**src/rtl/fsm_seg_display_if.sv**
```systemverilog
// fsm_seg_display_if: display-stage control inputs and registered display outputs
interface fsm_seg_display_if;
  logic       ena;
  logic [1:0] state_in;
  logic       done_in;
  logic       clr_runs;
  logic [7:0] seg_out;
  logic [3:0] run_count;
  logic       overflow;
  modport master(output ena, state_in, done_in, clr_runs, input seg_out, run_count, overflow);
  modport slave(input ena, state_in, done_in, clr_runs, output seg_out, run_count, overflow);
endinterface

```
**src/rtl/fsm_seg_display.sv**
```systemverilog
// fsm_seg_display: 7-segment run counter with blinking dp, completion flash and sticky error glyph
module fsm_seg_display #(
  parameter logic [23:0] BLINK_DIV   = 24'd10_000_000,
  parameter logic [7:0]  HOLD_CYCLES = 8'd4
) (
  input logic               clk,
  input logic               rst_n,
  fsm_seg_display_if.slave  bus
);
  localparam logic [111:0] GLYPHS = {7'h71, 7'h79, 7'h5E, 7'h39, 7'h7C, 7'h77, 7'h6F, 7'h7F,
                                     7'h07, 7'h7D, 7'h6D, 7'h66, 7'h4F, 7'h5B, 7'h06, 7'h3F};
  logic        done_prev, err, flash, blink_ph;
  logic [7:0]  hold;
  logic [23:0] blink_cnt;
  logic        ev, err_n, flash_n, counting, blink_wrap;
  logic [3:0]  cnt_n;
  logic [6:0]  hex;
  // a clear discards a coincident done edge, so ev already excludes it
  always_comb begin
    ev         = bus.done_in & ~done_prev & ~bus.clr_runs;
    counting   = bus.ena & (bus.state_in == 2'b01);
    blink_wrap = blink_cnt == BLINK_DIV - 24'd1;
    cnt_n      = bus.clr_runs ? 4'd0 : ev ? bus.run_count + 4'd1 : bus.run_count;
    err_n      = bus.clr_runs ? 1'b0 : err | (bus.state_in == 2'b11);
    flash_n    = ev | (flash & (hold != 8'd0));
    hex        = GLYPHS[7'(cnt_n) * 7'd7 +: 7];
  end
  always_ff @(posedge clk) begin
    if (!rst_n) begin
      done_prev     <= 1'b0;
      err           <= 1'b0;
      flash         <= 1'b0;
      hold          <= 8'd0;
      blink_cnt     <= 24'd0;
      blink_ph      <= 1'b1;
      bus.run_count <= 4'd0;
      bus.overflow  <= 1'b0;
      bus.seg_out   <= 8'h00;
    end else begin
      done_prev <= bus.done_in;
      if (bus.ena) begin
        bus.run_count <= cnt_n;
        bus.overflow  <= bus.clr_runs ? 1'b0 : bus.overflow | (ev & (bus.run_count == 4'hF));
        err           <= err_n;
        flash         <= flash_n;
        hold          <= ev ? HOLD_CYCLES - 8'd1 : (hold != 8'd0) ? hold - 8'd1 : 8'd0;
        blink_cnt     <= (!counting || blink_wrap) ? 24'd0 : blink_cnt + 24'd1;
        blink_ph      <= !counting ? 1'b1 : blink_wrap ? ~blink_ph : blink_ph;
      end
      bus.seg_out <= !bus.ena ? 8'h00 : (!bus.clr_runs && (err | (bus.state_in == 2'b11))) ? 8'hF9 :
                     flash_n ? 8'hFF : {counting & blink_ph, hex};
    end
  end
endmodule

```
**src/flat_wrapper.sv**
```systemverilog
// flat-port wrapper written by rule: the top's interface ports become plain ports
module fsm_seg_display_flat 
#(
  parameter logic [23:0] BLINK_DIV   = 24'd10_000_000,
  parameter logic [7:0]  HOLD_CYCLES = 8'd4
)
  (clk, rst_n, bus_ena, bus_state_in, bus_done_in, bus_clr_runs, bus_seg_out, bus_run_count, bus_overflow);
  fsm_seg_display_if bus_i ();
  input logic clk;
  input logic rst_n;
  input wire logic [$bits(bus_i.ena)-1:0] bus_ena;
  input wire logic [$bits(bus_i.state_in)-1:0] bus_state_in;
  input wire logic [$bits(bus_i.done_in)-1:0] bus_done_in;
  input wire logic [$bits(bus_i.clr_runs)-1:0] bus_clr_runs;
  output wire logic [$bits(bus_i.seg_out)-1:0] bus_seg_out;
  output wire logic [$bits(bus_i.run_count)-1:0] bus_run_count;
  output wire logic [$bits(bus_i.overflow)-1:0] bus_overflow;
  assign bus_i.ena = bus_ena;
  assign bus_i.state_in = bus_state_in;
  assign bus_i.done_in = bus_done_in;
  assign bus_i.clr_runs = bus_clr_runs;
  assign bus_seg_out = bus_i.seg_out;
  assign bus_run_count = bus_i.run_count;
  assign bus_overflow = bus_i.overflow;
  fsm_seg_display #(.BLINK_DIV(BLINK_DIV), .HOLD_CYCLES(HOLD_CYCLES)) u_core (.clk(clk), .rst_n(rst_n), .bus(bus_i));
endmodule
```
**config.mk**
```make
export PLATFORM = sky130hd
export DESIGN_NAME = fsm_seg_display_flat
export DESIGN_NICKNAME = d
export VERILOG_FILES = /design/src/rtl/fsm_seg_display_if.sv /design/src/rtl/fsm_seg_display.sv /design/src/flat_wrapper.sv
export SDC_FILE = /design/constraint.sdc
export NUM_CORES = 1
export LEC_CHECK = 0
export ABC_AREA = 0
export CORE_MARGIN = 10
export CORE_UTILIZATION = 23
export CTS_CLUSTER_SIZE = 28
export DETAILED_ROUTE_END_ITERATION = 6
export DONT_BUFFER_PORTS = 1
export PLACE_DENSITY = 0.43
export SLEW_MARGIN = 25
export SYNTH_ARGS = -nofsm -noshare
export SYNTH_HDL_FRONTEND = slang
export SYNTH_SLANG_ARGS = --single-unit
```
**constraint.sdc**
```tcl
create_clock -name clk -period 4.3 [get_ports clk]
set_input_delay 0.86 -clock clk [delete_from_list [all_inputs] [get_ports clk]]
set_output_delay 0.86 -clock clk [all_outputs]
set_load 0.02 [all_outputs]
```
==> results of run 1 <==
-- cell families (layout without fill, tap and decap cells) --
group	after synthesis	after routing	synth area share [%]
simple gates	140	140	27.2
fa+ha+maj	11	11	5.00
mux	12	12	5.36
buf+inv	27	25	4.27
compound gates	79	79	18.4
xor+xnor	13	13	4.13
flops	49	49	35.6
-- cells in the final DEF (no fill, tap or decap), types with 5 or more instances in the layout --
cell / count
a21o_1: 6
a21oi_1: 23
and3_1: 6
clkbuf_16: 5
dfxtp_1: 49
ha_1: 11
inv_1: 16
mux2i_1: 6
nand2_1: 25
nand2b_1: 6
nand3_1: 16
nand4_1: 6
nor2_1: 34
nor3_1: 11
nor4_1: 7
o21ai_0: 14
o21ai_1: 11
or3_1: 6
xnor2_1: 10
-- how the worst max path moves through the flow --
stage                                                 start                           endpoint  slack, ns  cells after the start
after floorplan                                 bus_done_in   u_core.bus.seg_out[3]$_SDFF_PN0_       1.77                      7
after global placement                          bus_done_in   u_core.bus.seg_out[3]$_SDFF_PN0_       1.66                      7
after detailed placement                        bus_done_in   u_core.bus.seg_out[3]$_SDFF_PN0_       1.60                      7
after CTS                 u_core.blink_cnt[12]$_SDFFE_PN0P_  u_core.blink_cnt[11]$_SDFFE_PN0P_       1.90                      5
after global routing       u_core.blink_cnt[7]$_SDFFE_PN0P_  u_core.blink_cnt[15]$_SDFFE_PN0P_       1.52                      5
final                                           bus_done_in   u_core.bus.seg_out[3]$_SDFF_PN0_       1.91                      7
-- cell usage after synthesis (all sizes together), types with 2 or more instances --
| library cell | count |
|---|---|
| and2b | 2 |
| xor2 | 3 |
| nor2 | 34 |
| xnor2 | 10 |
| a211oi | 5 |
| and4b | 2 |
| nor3 | 11 |
| a311oi | 4 |
| nand4 | 6 |
| nand2 | 25 |
| nor3b | 3 |
| nand3 | 16 |
| or3 | 6 |
| inv | 16 |
| a22oi | 2 |
| mux2 | 3 |
| a31oi | 4 |
| or2 | 2 |
| and4 | 3 |
| a21oi | 23 |
| nor2b | 2 |
| and2 | 2 |
| nor4 | 8 |
| dfxtp | 49 |
| and3 | 6 |
| a21o | 6 |
| o21ai | 25 |
| buf | 4 |
| ha | 11 |
| mux2i | 8 |
| nand2b | 6 |
| nor4b | 2 |
| clkbuf | 6 |
-- per-layer routing --
| metal | share of wire (%) | routed length (µm) |
|---|---|---|
| met1 | 49 | 3410 |
| met2 | 44 | 3060 |
| met3 | 5.9 | 412 |
| met4 | 1.3 | 93 |
| met5 | 0 | 0 |
-- power breakdown --
part	leakage (µW)	internal [µW]	switching (µW)	total, µW
Clock	0.0000702	217	196	414
Sequential	0.000398	474	24.3	499
Combinational	0.000617	55.8	72.4	128
-- flip-flops by register name, indices dropped and copies added (netlist names) --
| name | flops |
|---|---|
| u_core.bus.overflow | 1 |
| u_core.hold | 8 |
| u_core.blink_cnt | 24 |
| u_core.err | 1 |
| u_core.flash | 1 |
| u_core.bus.run_count | 4 |
| u_core.done_prev | 1 |
| u_core.bus.seg_out | 8 |
| u_core.blink_ph | 1 |
-- area by class of cell --
cell class / instances / area (µm²) / area share, %
Clock inverter: 3 / 21.3 / 0.703
Sequential cell: 49 / 981 / 32.4
Tap cell: 143 / 179 / 5.91
Clock buffer: 5 / 125 / 4.14
Multi-Input combinational cell: 255 / 1660 / 54.7
Inverter: 17 / 63.8 / 2.11
-- per-stage QoR --
step / hold WS [ns] / setup slack, ns
3_3_place_gp: 0.453 / 1.66
3_5_place_dp: 0.462 / 1.60
4_1_cts: 0.475 / 1.90
6_report: 0.471 / 1.91
5_1_grt: 0.505 / 1.52
2_1_floorplan: 0.436 / 1.77
-- tightest hold or removal path: cells and delay by family (launching register included) --
kind	cells	cell delay, ns
flip-flops	1	0.33
AND/OR/NAND/NOR	1	0.07
AO/OA/AOI/OAI	1	0.04
==> impl_metrics.csv, run 1 <==
group,metric,value,unit
cts,htree_levels,2,
floorplan,rows,39,
cts,cts_root_buffer,"clkbuf_16",
min_path,min_path_cells,2,
sta,rsz0062_at_grt,"no",
setup_path,cp_top_family,"multiplexers",
setup_path,worstReg2RegEnd,"u_core.blink_cnt[11]$_SDFFE_PN0P_",
synth,synth-edff-count,0,
synth,synth_top_area_share,35.6,%
route,drc,0,
synth,syn_inst,331,
layout,fillerInstances,1256,
layout,fin_cells,472,
pwr,power.total,1040,µW
cts,path_clk_slew,0.07,ns
route,first_pass_iters,4,
layout,num_antenna_cells,0,
layout,drive_above_1_share,6.69,%
cts,cts_sinks,49,
sta,min_period,2.39,ns
setup_path,r2r_cells,5,
pwr,p_leak,0.00109,µW
setup_path,arrival,2.63,ns
setup_path,worst_path_max_delay_cell,"mux4_2",
pwr,powerDensity,344,nW/µm²
sta,drv_slew,0,
setup_path,end_kind,"register",
cts,clock_latency,0.30,ns
global_route,grt_pass1_vias,2249,
floorplan,die_x,129,µm
synth,ys_seq_area_share,35.6,%
setup_path,worstReg2RegStart,"u_core.blink_cnt[12]$_SDFFE_PN0P_",
synth,synth_warnings,0,
setup_path,cp.required,4.54,ns
cts,cts_made_buffers,5,
sta,fin_skew,0.00556,ns
global_route,grt_use_met3,3.02,%
sta,final.setup.tns,0,ns
route,wl,6980,µm
global_route,globalRouteMet1Util,10.9,%
placed_design,port-buffer-count,0,
route,wl_per_cell,14.8,µm
global_route,grt_first_pass_wirelength,11600,µm
pwr,ir_worst_vdd,128,µV
min_path,min_to,"u_core.err$_SDFFE_PN0P_",
synth,avgSynthCellArea,8.32,µm²
min_path,min_from,"u_core.err$_SDFFE_PN0P_",
floorplan,start_util,23.8,%
min_path,hp-class,"reg -> reg",
global_route,busiest_layer,"met2",
cts,ctsResizeCount,0,
global_route,grt_use_total,8.61,%
synth,synth-main-ff-cell,"dfxtp_1",
global_route,grt_max_degree,24,
placed_design,place_inst,464,
cts,cts_hold_buffers,0,
cts,cts_tree,"done",
global_route,grt_use_met2,13.4,%
sta,slew_headroom,39.6,%
global_route,grt-ovfl-total,0,
placed_design,hpwl,5060,µm
setup_path,critPathKind,"in -> reg",
sta,setup_viol,0,
layout,num-nets-final,346,
floorplan,die_area,16800,µm²
synth,synth.ff_latch_count,49,
sta,max_freq,418,MHz
outcome,outcome,"completed",
floorplan,core,11600,µm²
setup_path,crit_chain,"and2b_1 > mux2i_1 > nor2_1 > inv_1 > ha_1 > mux4_2 > a21oi_1",
run,drv_cap,0,
route,vias,2306,
global_route,antenna_found_initial,0,
layout,fin_util,26.2,%
setup_path,worstSetupStartpointType,"input pin",
synth,synth_top_cell_by_area,"dfxtp_1",
cts,cts_max_path_buffers,2,
synth,synth_nets,349,
synth,synth_cell_types,59,
setup_path,slowest_delay,0.45,ns
synth,netlist_top_cells_area,"dfxtp_1 (36%), ha_1 (5.0%), nor2_1 (4.6%), a21oi_1 (4.2%), nand2_1 (3.4%)",
setup_path,worst-path-buf-inv,1,
route,viasPerCell,4.89,
synth,async_reset_ff_share,0,%
placed_design,place_area,2880,µm²
placed_design,gp_congestion,0.778,
setup_path,path_max_fanout,5,
cts,cts_setup_buffers,0,
sta,min_period_over_period,55.6,%
route,drtAntennaViolNets,0,
sta,worstMarginPinSlew,0.902,ns
layout,area_growth,9.86,%
layout,final_area,3030,µm²
floorplan,top_level_ports,20,
synth,synth_area,2750,µm²
setup_path,r2r_setup_slack,1.91,ns
sta,hold_violations,0,
route,drt-initial-drc-count,137,
floorplan,die_h,129,µm
Note: power is estimated with default switching activity, not from simulation.
==> inputs of run 2 (changes only) <==
==> constraint.sdc (replaced) <==
create_clock -name clk -period 2.25 [get_ports clk]
set_input_delay 0.45 -clock clk [delete_from_list [all_inputs] [get_ports clk]]
set_output_delay 0.45 -clock clk [all_outputs]
set_load 0.02 [all_outputs]
==> impl_metrics.csv, run 2 (synthesis gave the netlist of run 1 again) <==
group,metric,value,unit
outcome,outcome,"completed",
layout,fin_util,27.3,%
pwr,clockPowerShare,45.3,%
global_route,grt_max_degree,24,
setup_path,end_kind,"register",
setup_path,path_max_fanout,5,
layout,regMostFlops,"u_core.blink_cnt",
cts,path_clk_slew,0.07,ns
route,drt-initial-drc-count,169,
sta,drv_slew,0,
pwr,power_switching,541,µW
sta,setup_viol,0,
layout,largest_register_ffs,24,
cts,htree_levels,2,
global_route,grt_pass1_vias,2279,
cts,cts_tree,"done",
route,drc,0,
pwr,ir_worst_vdd,211,µV
layout,final_cell_mix,"dfxtp_1 (49), nor2_1 (34), nand2_1 (25)",
setup_path,worstReg2RegEnd,"u_core.bus.seg_out[3]$_SDFF_PN0_",
pwr,internal_power,1660,µW
setup_path,r2r_cells,7,
route,wl,6920,µm
placed_design,hpwl,5090,µm
sta,min_period,2.02,ns
global_route,grt-ovfl-total,0,
placed_design,place_area,2970,µm²
pwr,p_seq_share,43.2,%
setup_path,r2r_setup_slack,0.23,ns
pwr,powerDensity,697,nW/µm²
placed_design,gp_congestion,0.805,
layout,fin_cells,482,
route,vias,2352,
route,wl_per_cell,14.4,µm
global_route,antenna_found_initial,0,
cts,cts_hold_buffers,0,
cts,cts_made_buffers,5,
route,first_pass_iters,4,
layout,top_regs,"u_core.blink_cnt (24), u_core.bus.seg_out (8), u_core.hold (8)",
layout,layout_commonest_cell,"dfxtp_1",
setup_path,worstSetupStartpointType,"register",
route,viasPerCell,4.88,
sta,slew_headroom,62.0,%
min_path,hp-class,"in -> reg",
layout,area_growth,14.8,%
sta,hold_violations,0,
route,drtAntennaViolNets,0,
floorplan,die_area,16800,µm²
floorplan,core,11600,µm²
cts,cts_sinks,49,
sta,rsz0062_at_grt,"no",
sta,fin_skew,0.00624,ns
cts,cts_setup_buffers,0,
floorplan,rows,39,
placed_design,place_inst,474,
setup_path,worstReg2RegStart,"u_core.done_prev$_SDFF_PN0_",
sta,min_period_over_period,89.6,%
layout,num-nets-final,356,
layout,drive_above_1_share,9.44,%
cts,ctsResizeCount,0,
placed_design,port-buffer-count,0,
pwr,switching_share,24.6,%
sta,worstMarginPinSlew,0.556,ns
cts,cts_root_buffer,"clkbuf_16",
setup_path,endpoint,"u_core.bus.seg_out[3]$_SDFF_PN0_",
setup_path,critPathKind,"reg -> reg",
sta,final.setup.tns,0,ns
setup_path,critPathLaunch,"u_core.done_prev$_SDFF_PN0_",
floorplan,top_level_ports,20,
pwr,comb_power_share,11.5,%
setup_path,arrival,2.25,ns
run,drv_cap,0,
global_route,grt_use_total,8.57,%
cts,clock_latency,0.30,ns
setup_path,cp.required,2.48,ns
global_route,grt_first_pass_wirelength,11800,µm
cts,cts_max_path_buffers,2,
sta,max_freq,496,MHz
layout,final_area,3160,µm²
floorplan,die_h,129,µm
pwr,p_leak,0.00117,µW
layout,num_antenna_cells,0,
floorplan,die_x,129,µm
floorplan,start_util,23.8,%
[run 2: cell count changes in the layout (fill, tap and decap cells not counted)]
cell        previous run  this run
buf_4                  0         9
clkinvlp_4             1         0
bufinv_16              0         2
clkinv_2               1         0
buf_12                 0         1
[run 2: per-layer routing]
| layer | track usage (%) | wire (µm) |
|---|---|---|
| met2 | 13.8 | 3170 |
| met1 | 10.6 | 3270 |
| met4 | 2.84 | 100 |
| met5 | 0 | 0 |
| met3 | 2.69 | 372 |
[run 2: cell type report]
type                       count  area (µm²)
fill                        1237        8400
tap                          143         179
multi-input combinational    255        1660
sequential                    49         981
clock inverter                 3        68.8
timing repair buffer          10        87.6
inverter                      17        63.8
clock buffer                   5         125
[run 2: power by group through the flow]
stage | logic (µW) | clock network (µW) | registers (µW)
final | 253 | 997 | 952
after global routing | 295 | 1070 | 956
after CTS | 256 | 1030 | 952
after detailed placement | 255 | 0 | 971
after global placement | 256 | 0 | 972
after floorplan | 215 | 0 | 965
[run 2: metrics by stage]
stage / total power [µW] / setup WS [ns] / hold slack (ns)
6_report: 2200 / 0.234 / 0.242
2_1_floorplan: 1180 / 0.134 / 0.436
3_5_place_dp: 1230 / 0.129 / 0.456
4_1_cts: 2240 / 0.216 / 0.233
3_3_place_gp: 1230 / 0.191 / 0.450
5_1_grt: 2320 / 0.0949 / 0.238
[run 2: how the worst min path moves through the flow]
| stage | start | cells past startpoint | endpoint | slack [ns] |
|---|---|---|---|---|
| 2_1_floorplan | u_core.blink_cnt[23]$_SDFFE_PN0P_ | 2 | u_core.blink_cnt[23]$_SDFFE_PN0P_ | 0.44 |
| 3_3_place_gp | u_core.err$_SDFFE_PN0P_ | 2 | u_core.err$_SDFFE_PN0P_ | 0.45 |
| 3_5_place_dp | u_core.err$_SDFFE_PN0P_ | 2 | u_core.err$_SDFFE_PN0P_ | 0.46 |
| 4_1_cts | bus_ena | 1 | u_core.hold[1]$_SDFFE_PN0P_ | 0.23 |
| 5_1_grt | bus_ena | 1 | u_core.hold[0]$_SDFFE_PN0P_ | 0.24 |
| 6_report | rst_n | 1 | u_core.blink_ph$_SDFFE_PN1P_ | 0.24 |
[run 2: critical path, stage by stage, from the launching register on]
cell     delay [ns]
dfxtp_1        0.33
and2b_1        0.25
xnor2_1        0.18
nor2_1         0.24
inv_1          0.14
ha_1           0.23
mux4_2         0.45
a21oi_1        0.14
==> inputs of run 3 (changes only) <==
==> constraint.sdc (replaced) <==
create_clock -name clk -period 2.25 [get_ports clk]
set_input_delay 0.3375 -clock clk [delete_from_list [all_inputs] [get_ports clk]]
set_output_delay 0.3375 -clock clk [all_outputs]
set_load 0.02 [all_outputs]
==> impl_metrics.csv, run 3 (synthesis gave the netlist of run 1 again) <==
group,metric,value,unit
outcome,outcome,"completed",
cts,cts_tree,"done",
global_route,grt_first_pass_wirelength,11500,µm
pwr,ir_worst_vdd,185,µV
sta,rsz0062_at_grt,"no",
cts,cts_root_buffer,"clkbuf_16",
pwr,clockPowerShare,42.2,%
floorplan,start_util,23.8,%
pwr,p_leak,0.00115,µW
pwr,powerDensity,666,nW/µm²
setup_path,slowest_delay,0.46,ns
layout,layout_commonest_cell,"dfxtp_1",
global_route,grt_max_degree,24,
sta,min_period,2.07,ns
setup_path,cp.required,2.48,ns
sta,fin_skew,0.00979,ns
sta,timing.hold.ws,0.122,ns
sta,setup_viol,0,
floorplan,rows,39,
route,viasPerCell,4.81,
pwr,switching_share,25.9,%
sta,drv_slew,0,
floorplan,die_h,129,µm
cts,htree_levels,2,
layout,area_growth,13.7,%
layout,num_antenna_cells,0,
sta,min_period_over_period,92.0,%
route,wl_per_cell,14.4,µm
cts,cts_setup_buffers,0,
setup_path,worstSetupStartpointType,"register",
setup_path,crit_chain,"and2b_1 > xnor2_1 > nor2_1 > inv_1 > ha_1 > mux4_2 > a21oi_1",
global_route,grt_pass1_vias,2265,
cts,ctsResizeCount,0,
floorplan,die_x,129,µm
global_route,antenna_found_initial,0,
route,drtAntennaViolNets,0,
placed_design,gp_congestion,0.761,
floorplan,core,11600,µm²
sta,final.setup.tns,0,ns
cts,path_clk_slew,0.07,ns
cts,cts_max_path_buffers,2,
setup_path,worst_path_max_delay_cell,"mux4_2",
pwr,p_seq_share,45.6,%
sta,worstMarginPinSlew,0.519,ns
placed_design,hpwl,5170,µm
setup_path,critPathKind,"reg -> reg",
pwr,power_switching,540,µW
sta,slew_headroom,64.5,%
setup_path,path_max_fanout,5,
min_path,hp-class,"in -> reg",
global_route,grt-ovfl-total,0,
layout,top_regs,"u_core.blink_cnt (24), u_core.bus.seg_out (8), u_core.hold (8)",
layout,drive_above_1_share,9.17,%
route,drt-initial-drc-count,111,
global_route,grt_use_total,8.38,%
setup_path,cp_top_family,"simple AND/OR/NAND/NOR gates",
floorplan,top_level_ports,20,
floorplan,die_area,16800,µm²
cts,clock_latency,0.29,ns
sta,max_freq,483,MHz
setup_path,worst-path-buf-inv,1,
pwr,internal_power,1550,µW
route,wl,6940,µm
cts,cts_sinks,49,
pwr,comb_power_share,12.2,%
run,drv_cap,0,
layout,regMostFlops,"u_core.blink_cnt",
placed_design,port-buffer-count,0,
route,drc,0,
setup_path,end_kind,"register",
route,first_pass_iters,4,
sta,hold_violations,0,
route,vias,2316,
layout,final_cell_mix,"dfxtp_1 (49), nor2_1 (34), nand2_1 (25)",
cts,cts_made_buffers,5,
cts,cts_hold_buffers,0,
layout,num-nets-final,355,
layout,largest_register_ffs,24,
setup_path,arrival,2.30,ns
## run 3: worst paths after layout
check / startpoint / depth (start not counted) / endpoint / slack (ns)
max: u_core.done_prev$_SDFF_PN0_ / 7 / u_core.bus.seg_out[3]$_SDFF_PN0_ / 0.18
min: rst_n / 1 / u_core.blink_ph$_SDFFE_PN1P_ / 0.12
max reg2reg: u_core.done_prev$_SDFF_PN0_ / 7 / u_core.bus.seg_out[3]$_SDFF_PN0_ / 0.18
min reg2reg: u_core.blink_cnt[23]$_SDFFE_PN0P_ / 2 / u_core.blink_cnt[23]$_SDFFE_PN0P_ / 0.47
## run 3: power by group through the flow
| stage | Clock, µW | Combinational, µW | Sequential, µW |
|---|---|---|---|
| after floorplan | 0 | 215 | 965 |
| after global placement | 0 | 254 | 971 |
| after detailed placement | 0 | 256 | 971 |
| after CTS | 906 | 257 | 951 |
| after global routing | 937 | 292 | 956 |
| final | 880 | 254 | 951 |
## run 3: cell type report
| type | count | area [µm²] |
|---|---|---|
| clock buffer | 5 | 125 |
| clock inverter | 3 | 46.3 |
| fill | 1248 | 8430 |
| inverter | 17 | 63.8 |
| multi-input combinational | 255 | 1660 |
| sequential | 49 | 981 |
| tap | 143 | 179 |
| timing repair buffer | 9 | 80.1 |
## run 3: worst reg2reg max path, stage by stage (launching register included)
cell and delay (ns):
dfxtp_1 0.34, and2b_1 0.25, xnor2_1 0.19, nor2_1 0.25, inv_1 0.15, ha_1 0.22, mux4_2 0.46, a21oi_1 0.15
## run 3: layer usage
layer,wire (µm),track usage [%],vias to the layer above
met1,3450,10.6,1075
li1,-,-,1203
met4,78,2.05,0
met5,0,0,-
met3,323,2.77,9
met2,3080,13.6,29
## run 3: metrics by stage
stage / cell area, µm² / worst slack, ns / power [µW] / utilization [%] / std cells
after global placement: 2960 / 0.298 / 1230 / 25.6 / 473
final: 3130 / 0.180 / 2090 / 27.1 / 481
after global routing: 3130 / 0.0116 / 2180 / 27.1 / 481
after detailed placement: 2960 / 0.205 / 1230 / 25.6 / 473
after floorplan: 2750 / 0.136 / 1180 / - / 331
after CTS: 3130 / 0.179 / 2110 / 27.1 / 481
